### config.mk
export PLATFORM = sky130hd
export DESIGN_NAME = pc_out_scheduler_flat
export DESIGN_NICKNAME = d
export VERILOG_FILES = /design/src/rtl/pc_out_scheduler_pkg.sv /design/src/rtl/pc_out_scheduler_if.sv /design/src/rtl/pc_out_scheduler_rr_pick3.sv /design/src/rtl/pc_out_scheduler.sv /design/src/flat_wrapper.sv
export SDC_FILE = /design/constraint.sdc
export NUM_CORES = 1
export LEC_CHECK = 0
export CORE_MARGIN = 2
export CORE_UTILIZATION = 35
export CTS_CLUSTER_DIAMETER = 100
export DETAILED_ROUTE_END_ITERATION = 7
export PLACE_DENSITY = 0.67
export SLEW_MARGIN = 20
export SYNTH_ARGS = -nofsm -noshare
export SYNTH_HDL_FRONTEND = slang
export SYNTH_SLANG_ARGS = --single-unit
### constraint.sdc
create_clock -name clk -period 9.25 [get_ports clk]
set_input_delay 2.775 -clock clk [delete_from_list [all_inputs] [get_ports clk]]
set_output_delay 2.775 -clock clk [all_outputs]
set_load 0.02 [all_outputs]
### src/rtl/pc_out_scheduler_pkg.sv
`default_nettype none
// +----------------------------------------------------------------------------+
// | PCPackPkg : shared PC word-packing constants, grant/state types, helpers    |
// | Rev 1.0                                                                     |
// +----------------------------------------------------------------------------+
package PCPackPkg;

    localparam int NPCcode  = 8;
    localparam int NPCdata  = 24;
    localparam int NPCroute = 10;
    localparam int NPC_W    = NPCroute + NPCcode + NPCdata;

    localparam logic [NPCcode-1:0] FPGA_SPIKE_CODE = 8'd13;
    localparam logic [NPCcode-1:0] FPGA_HB_CODE    = 8'd14;
    localparam int                 GO_HOME_rt      = -512;

    typedef enum logic [1:0] {
        GNT_BD     = 2'd0,
        GNT_FPGA   = 2'd1,
        GNT_GLOBAL = 2'd2,
        GNT_NONE   = 2'd3
    } grant_e;

    typedef enum logic [0:0] {
        ST_IDLE  = 1'b0,
        ST_SERVE = 1'b1
    } state_e;

    // Round-robin successor over the three inputs BD -> FPGA -> Global -> BD.
    function automatic logic [1:0] rr_next(input logic [1:0] g);
        return (g >= 2'd2) ? 2'd0 : g + 2'd1;
    endfunction

    function automatic logic is_pair_code(input logic [NPCcode-1:0] code);
        return (code == FPGA_SPIKE_CODE) || (code == FPGA_HB_CODE);
    endfunction

endpackage
`default_nettype wire

### src/rtl/pc_out_scheduler_if.sv
`default_nettype none
// +----------------------------------------------------------------------------+
// | pc_out_scheduler_if : three packed input channels, PC output, debug grant   |
// | Rev 1.0                                                                     |
// +----------------------------------------------------------------------------+
interface pc_out_scheduler_if #(
    parameter int W = PCPackPkg::NPC_W
);
    logic [W-1:0] bd_d;
    logic         bd_v;
    logic         bd_a;
    logic [W-1:0] fpga_d;
    logic         fpga_v;
    logic         fpga_a;
    logic [W-1:0] glob_d;
    logic         glob_v;
    logic         glob_a;
    logic [W-1:0] out_d;
    logic         out_v;
    logic         out_a;
    logic [1:0]   grant;

    modport master (
        input  bd_d, bd_v, fpga_d, fpga_v, glob_d, glob_v, out_a,
        output bd_a, fpga_a, glob_a, out_d, out_v, grant
    );

    modport slave (
        output bd_d, bd_v, fpga_d, fpga_v, glob_d, glob_v, out_a,
        input  bd_a, fpga_a, glob_a, out_d, out_v, grant
    );
endinterface
`default_nettype wire

### src/rtl/pc_out_scheduler_rr_pick3.sv
`default_nettype none
// +----------------------------------------------------------------------------+
// | rr_pick3 : first valid request at or after the rotation pointer (3 inputs)  |
// | Rev 1.0                                                                     |
// +----------------------------------------------------------------------------+
module rr_pick3 (
    input  wire logic [1:0] ptr,
    input  wire logic [2:0] req,
    output logic            any,
    output logic [1:0]      sel
);
    import PCPackPkg::*;

    logic [1:0] c0;
    logic [1:0] c1;
    logic [1:0] c2;
    logic [3:0] req_ext;

    assign req_ext = {1'b0, req};
    assign c0      = (ptr == 2'd3) ? 2'd0 : ptr;
    assign c1      = rr_next(c0);
    assign c2      = rr_next(c1);
    assign any     = |req;

    always_comb begin
        sel = c0;
        if (req_ext[c0]) begin
            sel = c0;
        end else if (req_ext[c1]) begin
            sel = c1;
        end else if (req_ext[c2]) begin
            sel = c2;
        end
    end
endmodule
`default_nettype wire

### src/rtl/pc_out_scheduler.sv
`default_nettype none
// +----------------------------------------------------------------------------+
// | pc_out_scheduler : credit-based round-robin merge of BD/FPGA/Global words   |
// | onto the registered PC output, keeping FPGA 13/14 pairs contiguous. Rev 1.0 |
// +----------------------------------------------------------------------------+
module pc_out_scheduler #(
    parameter int NPCcode  = PCPackPkg::NPCcode,
    parameter int NPCdata  = PCPackPkg::NPCdata,
    parameter int NPCroute = PCPackPkg::NPCroute,
    parameter int W_BD     = 4,
    parameter int W_FPGA   = 2,
    parameter int W_GLOBAL = 2
) (
    input  wire logic          clk,
    input  wire logic          reset,
    pc_out_scheduler_if.master bus
);
    import PCPackPkg::*;

    localparam int W  = NPCroute + NPCcode + NPCdata;
    localparam int CW = 4;

    state_e        state_q, state_d;
    grant_e        gnt_q, gnt_d;
    logic [1:0]    ptr_q, ptr_d;
    logic          lock_q, lock_d;
    logic [CW-1:0] credit_q [3];
    logic [CW-1:0] credit_d [3];
    logic [W-1:0]  out_d_q, out_d_d;
    logic          out_v_q, out_v_d;

    logic               serving;
    logic               accept;
    logic               gnt_valid;
    logic [W-1:0]       gnt_data;
    logic [NPCcode-1:0] gnt_code;
    logic               xfer;
    logic [1:0]         pick_ptr;
    logic               pick_any;
    logic [1:0]         pick_sel;

    function automatic logic [CW-1:0] weight_of(input logic [1:0] sel);
        case (sel)
            2'd0:    weight_of = CW'(W_BD);
            2'd1:    weight_of = CW'(W_FPGA);
            default: weight_of = CW'(W_GLOBAL);
        endcase
    endfunction

    assign serving = (state_q == ST_SERVE);
    assign accept  = ~out_v_q | bus.out_a;

    always_comb begin
        gnt_valid = 1'b0;
        gnt_data  = '0;
        case (gnt_q)
            GNT_BD:     begin gnt_valid = bus.bd_v;   gnt_data = bus.bd_d;   end
            GNT_FPGA:   begin gnt_valid = bus.fpga_v; gnt_data = bus.fpga_d; end
            GNT_GLOBAL: begin gnt_valid = bus.glob_v; gnt_data = bus.glob_d; end
            default:    begin gnt_valid = 1'b0;       gnt_data = '0;         end
        endcase
    end

    assign gnt_code = gnt_data[NPCdata +: NPCcode];
    assign xfer     = serving & gnt_valid & accept;

    // While serving, the next pick starts after the current grant so a direct
    // hand-over needs no IDLE cycle; from IDLE it starts at the stored pointer.
    assign pick_ptr = serving ? rr_next(gnt_q) : ptr_q;

    rr_pick3 u_pick (
        .ptr (pick_ptr),
        .req ({bus.glob_v, bus.fpga_v, bus.bd_v}),
        .any (pick_any),
        .sel (pick_sel)
    );

    assign bus.bd_a   = serving & (gnt_q == GNT_BD)     & accept;
    assign bus.fpga_a = serving & (gnt_q == GNT_FPGA)   & accept;
    assign bus.glob_a = serving & (gnt_q == GNT_GLOBAL) & accept;
    assign bus.out_d  = out_d_q;
    assign bus.out_v  = out_v_q;
    assign bus.grant  = gnt_q;

    always_comb begin
        state_d  = state_q;
        gnt_d    = gnt_q;
        ptr_d    = ptr_q;
        lock_d   = lock_q;
        credit_d = credit_q;
        out_d_d  = out_d_q;
        out_v_d  = out_v_q & ~bus.out_a;

        if (xfer) begin
            out_d_d = gnt_data;
            out_v_d = 1'b1;
        end

        case (state_q)
            ST_IDLE: begin
                if (pick_any) begin
                    gnt_d              = grant_e'(pick_sel);
                    credit_d[pick_sel] = weight_of(pick_sel);
                    state_d            = ST_SERVE;
                end
            end
            default: begin
                if (xfer && (credit_q[gnt_q] != '0)) begin
                    credit_d[gnt_q] = credit_q[gnt_q] - CW'(1);
                end
                if (xfer && (gnt_q == GNT_FPGA) && is_pair_code(gnt_code)) begin
                    lock_d = ~lock_q;
                end
                // The lock value after this cycle's toggle decides, so the
                // closing half of a pair releases the grant on its own edge.
                if (!lock_d && ((credit_d[gnt_q] == '0) || !gnt_valid)) begin
                    ptr_d = rr_next(gnt_q);
                    if (pick_any) begin
                        gnt_d              = grant_e'(pick_sel);
                        credit_d[pick_sel] = weight_of(pick_sel);
                    end else begin
                        gnt_d   = GNT_NONE;
                        state_d = ST_IDLE;
                    end
                end
            end
        endcase
    end

    always_ff @(posedge clk) begin
        if (!reset) begin
            state_q  <= ST_IDLE;
            gnt_q    <= GNT_NONE;
            ptr_q    <= 2'd0;
            lock_q   <= 1'b0;
            credit_q <= '{default: '0};
            out_d_q  <= '0;
            out_v_q  <= 1'b0;
        end else begin
            state_q  <= state_d;
            gnt_q    <= gnt_d;
            ptr_q    <= ptr_d;
            lock_q   <= lock_d;
            credit_q <= credit_d;
            out_d_q  <= out_d_d;
            out_v_q  <= out_v_d;
        end
    end
endmodule
`default_nettype wire

### src/flat_wrapper.sv
// flat-port wrapper written by rule: the top's interface ports become plain ports
module pc_out_scheduler_flat import PCPackPkg::*;
#(
    parameter int NPCcode  = PCPackPkg::NPCcode,
    parameter int NPCdata  = PCPackPkg::NPCdata,
    parameter int NPCroute = PCPackPkg::NPCroute,
    parameter int W_BD     = 4,
    parameter int W_FPGA   = 2,
    parameter int W_GLOBAL = 2
)
  (clk, reset, bus_bd_d, bus_bd_v, bus_fpga_d, bus_fpga_v, bus_glob_d, bus_glob_v, bus_out_a, bus_bd_a, bus_fpga_a, bus_glob_a, bus_out_d, bus_out_v, bus_grant);
  pc_out_scheduler_if #(.W((NPC_W))) bus_i ();
  input  wire logic clk;
  input  wire logic reset;
  input wire logic [$bits(bus_i.bd_d)-1:0] bus_bd_d;
  input wire logic [$bits(bus_i.bd_v)-1:0] bus_bd_v;
  input wire logic [$bits(bus_i.fpga_d)-1:0] bus_fpga_d;
  input wire logic [$bits(bus_i.fpga_v)-1:0] bus_fpga_v;
  input wire logic [$bits(bus_i.glob_d)-1:0] bus_glob_d;
  input wire logic [$bits(bus_i.glob_v)-1:0] bus_glob_v;
  input wire logic [$bits(bus_i.out_a)-1:0] bus_out_a;
  output wire logic [$bits(bus_i.bd_a)-1:0] bus_bd_a;
  output wire logic [$bits(bus_i.fpga_a)-1:0] bus_fpga_a;
  output wire logic [$bits(bus_i.glob_a)-1:0] bus_glob_a;
  output wire logic [$bits(bus_i.out_d)-1:0] bus_out_d;
  output wire logic [$bits(bus_i.out_v)-1:0] bus_out_v;
  output wire logic [$bits(bus_i.grant)-1:0] bus_grant;
  assign bus_i.bd_d = bus_bd_d;
  assign bus_i.bd_v = bus_bd_v;
  assign bus_i.fpga_d = bus_fpga_d;
  assign bus_i.fpga_v = bus_fpga_v;
  assign bus_i.glob_d = bus_glob_d;
  assign bus_i.glob_v = bus_glob_v;
  assign bus_i.out_a = bus_out_a;
  assign bus_bd_a = bus_i.bd_a;
  assign bus_fpga_a = bus_i.fpga_a;
  assign bus_glob_a = bus_i.glob_a;
  assign bus_out_d = bus_i.out_d;
  assign bus_out_v = bus_i.out_v;
  assign bus_grant = bus_i.grant;
  pc_out_scheduler #(.NPCcode(NPCcode), .NPCdata(NPCdata), .NPCroute(NPCroute), .W_BD(W_BD), .W_FPGA(W_FPGA), .W_GLOBAL(W_GLOBAL)) u_core (.clk(clk), .reset(reset), .bus(bus_i));
endmodule
==> flow_summary_export.csv <==
group,metric,value,unit
grt,first_global_vias,3897,
sta,rsz0062_at_grt,"no",
route,dr.first_iter.drc_count,129,
grt,gr-usage-met1,0.2492,
yosys,synth_ff_type,"dfxtp_1",
sta,slew_viol_final,0,
cts,clock_path_buffers,2,
grt,use_met3,0.06961,
yosys,synth-edff-count,0,
floorplan,coreArea,10370,um^2
grt,track_usage,0.2118,
cts,holdBufCountCts,0,
setup_path,cp_cell_sequence,"clkdlybuf4s50_1 > nand2b_1 > nand2_1 > nor3_1 > clkdlybuf4s50_1",
cts,post_cts_buffers,0,
status,status,"complete, no violations",
setup_path,path_class,"primary input to primary output",
floorplan,die-height,107.8,um
setup_path,critPathArrivalTime,4.55,ns
sta,whs,0.4565,ns
setup_path,crit_top_cell,"clkdlybuf4s50_1",
yosys,synth_most_common_cell,"dfxtp_1",
yosys,postSynthNetCount,583,
yosys,synth_largest_area_cell,"dfxtp_1",
setup_path,slowest_delay,0.64,ns
yosys,synth.area.top_cells,"dfxtp_1 32%, mux2_2 11%, a221oi_1 7.4%",
pwr,power_leakage,2.075,nW
yosys,netlist.area_leader.share,0.3241,
cts,path_clk_slew,0.07,ns
setup_path,required,6.48,ns
final_layout,diodes,0,
sta,setup_tns,0,ns
grt,grt-ovfl-total,0,
route,routedWlPerCell,16.86,um
sta,max_freq,136.6,MHz
cts,cts-buffers-inserted,9,
final_layout,layout-drive-gt1-share,0.1172,
grt,grtUsageMet2,0.3702,
setup_path,worst-path-buf-inv,2,
route,drc,0,
sta,setup_ws,1.929,ns
worst_hold_path,holdPathEnd,"u_core.bus.out_d[6]",
final_layout,nNetsFinal,738,
sta,slew_headroom,0.3296,
route,drt_wl_total,12510,um
sta,setup_viol,0,
yosys,syn_area_per_cell,8.447,um^2
place,dp_slack,1.921,ns
route,vias,4043,
yosys,async_reset_ff_frac,0,
place,io_buffers,179,
sta,finalClockSkew,0.01329,ns
route,via_per_inst,5.449,
cts,cts_resized,0,
route,antenna_left,0,
grt,grt_max_degree,51,
yosys,syn_area,3767,um^2
setup_path,timing.rr.end,"u_core.credit_q[7]",
setup_path,startpoint_type,"primary input",
yosys,yosysWarnings,0,
setup_path,cp-startpoint,"bus_out_a",
yosys,synth_commonest_cells,"61 x dfxtp_1, 59 x nor2_1, 37 x nor3_1",
cts,cts.sinks,61,
place,dp_hpwl,9302,um
cts,cts_tree,"built",
yosys,synth_cells,446,
setup_path,r2r_cells,11,
yosys,ys_ff_latch,61,
setup_path,slowest_stage,"clkdlybuf4s50_1",
grt,top_usage_layer,"met2",
route,firstDrtPassIters,4,
worst_hold_path,min_from,"u_core.bus.out_d[6]",
cts,htreeDepth,3,
setup_path,crit_family,"buffers and inverters",
floorplan,fp.dieW,107.8,um
sta,tightestPinTransition,1.003,ns
cts,root_buffer,"clkbuf_8",
yosys,synth.distinct_cells,51,
place,gp_congestion,0.8752,
floorplan,die-area,11610,um^2
cts,clkLatencyLatePin,0.35,ns
sta,period_needed,7.321,ns
setup_path,cp-end-kind,"primary output",
sta,fin_crit_sh,0.7915,
job,cap_violations,0,
setup_path,r2r-start,"u_core.bus.grant[1]",
worst_hold_path,hold_depth,2,
pwr,powerDensity,160.8,nW/um^2
floorplan,row_count,37,
floorplan,ios,180,
final_layout,syn_to_final_growth,53.84,%
worst_hold_path,hold_class,"flip-flop to flip-flop",
setup_path,crit_fanout,7,
yosys,seq_area_frac_synth,0.3241,
grt,grt_pass1_wl,19360,um
setup_path,r2r_slack,4.84,ns
sta,hold_viol_final,0,
grt,antenna_found_initial,0,
floorplan,initial_utilization,0.3633,
pwr,peakVddDrop,0.08351,mV
[worst max-delay path by stage]
| stage | endpoint | slack [ns] | cells after the start |
|---|---|---|---|
| final | bus_bd_a | 1.93 | 5 |
| after global routing | bus_bd_a | 1.81 | 5 |
| after CTS | bus_bd_a | 1.92 | 5 |
| after detailed placement | bus_bd_a | 1.92 | 5 |
| after global placement | bus_bd_a | 1.94 | 5 |
| after floorplan | bus_bd_a | 2.88 | 3 |
[cell usage in the layout (no fill, tap or decap), types with 4 or more instances in the layout]
cell             count
nand4_1              4
buf_4                4
inv_1                4
o211ai_1             9
nand2_1             29
mux2_2              36
o21ai_0              8
nand3_1              6
a22oi_1              5
xnor2_1              4
clkbuf_8             9
a21oi_1             25
mux2i_1             22
nand3b_1             8
nand2b_1             8
ha_1                 5
nor3_1              37
nor2_1              58
a221oi_1            32
clkdlybuf4s50_1    179
dfxtp_1             60
[routing by layer]
layer | vias to the layer above | share of wire
li1 | 1966 | -
met1 | 1902 | 0.41
met2 | 160 | 0.50
met3 | 15 | 0.082
met4 | 0 | 0.015
met5 | - | 0
[flip-flops by register name, summed over array words and instances (netlist names)]
signal	flops
u_core.bus.out_d	42
u_core.credit_q	12
u_core.serving	1
u_core.bus.grant	2
u_core.ptr_q	2
u_core.bus.out_v	1
u_core.lock_q	1
[report_power, final]
group          internal [mW]  switching, mW  total [mW]
clock                 0.0977          0.113       0.210
combinational          0.193          0.208       0.401
sequential             0.291         0.0291       0.320
total                  0.582          0.349       0.932
[worst register-to-register path: cells and delay by family (launching register included)]
kind                     cells  cell delay, ns
AND/OR/NAND/NOR              2            1.03
adder cells (fa/ha/maj)      1            0.33
flip-flops                   1            0.51
AO/OA/AOI/OAI                6            1.77
multiplexers                 1            0.28
buffers and inverters        1            0.40
[logic make-up (layout without fill, tap and decap cells)]
logic type / after synthesis / in the layout / share of synthesized area
multiplexers: 58 / 58 / 0.1661
flip-flops: 61 / 61 / 0.3241
adder cells (fa/ha/maj): 5 / 5 / 0.01661
AND/OR/NAND/NOR: 163 / 163 / 0.2003
buffers and inverters: 44 / 204 / 0.04682
AO/OA/AOI/OAI: 110 / 110 / 0.2345
XOR/XNOR: 5 / 5 / 0.01162
[through the flow]
stage	total power, mW	instances	area, um^2	utilization
6_report	0.9319	742	5796	0.5589
4_1_cts	0.9373	742	5796	0.5589
5_1_grt	0.9868	742	5796	0.5589
3_3_place_gp	0.7204	726	5623	0.5422
3_5_place_dp	0.7267	726	5623	0.5422
2_1_floorplan	0.5648	446	3767	-
[layout make-up]
cell class | count | area [um^2]
flip-flops and latches | 61 | 1222
repair buffers | 183 | 1822
clock inverters | 7 | 48.80
well taps | 136 | 170.2
multi-input cells | 341 | 2390
clock buffers | 9 | 123.9
inverters | 5 | 18.77
fillers | 996 | 4574
Note: power is estimated with default switching activity, not from simulation.
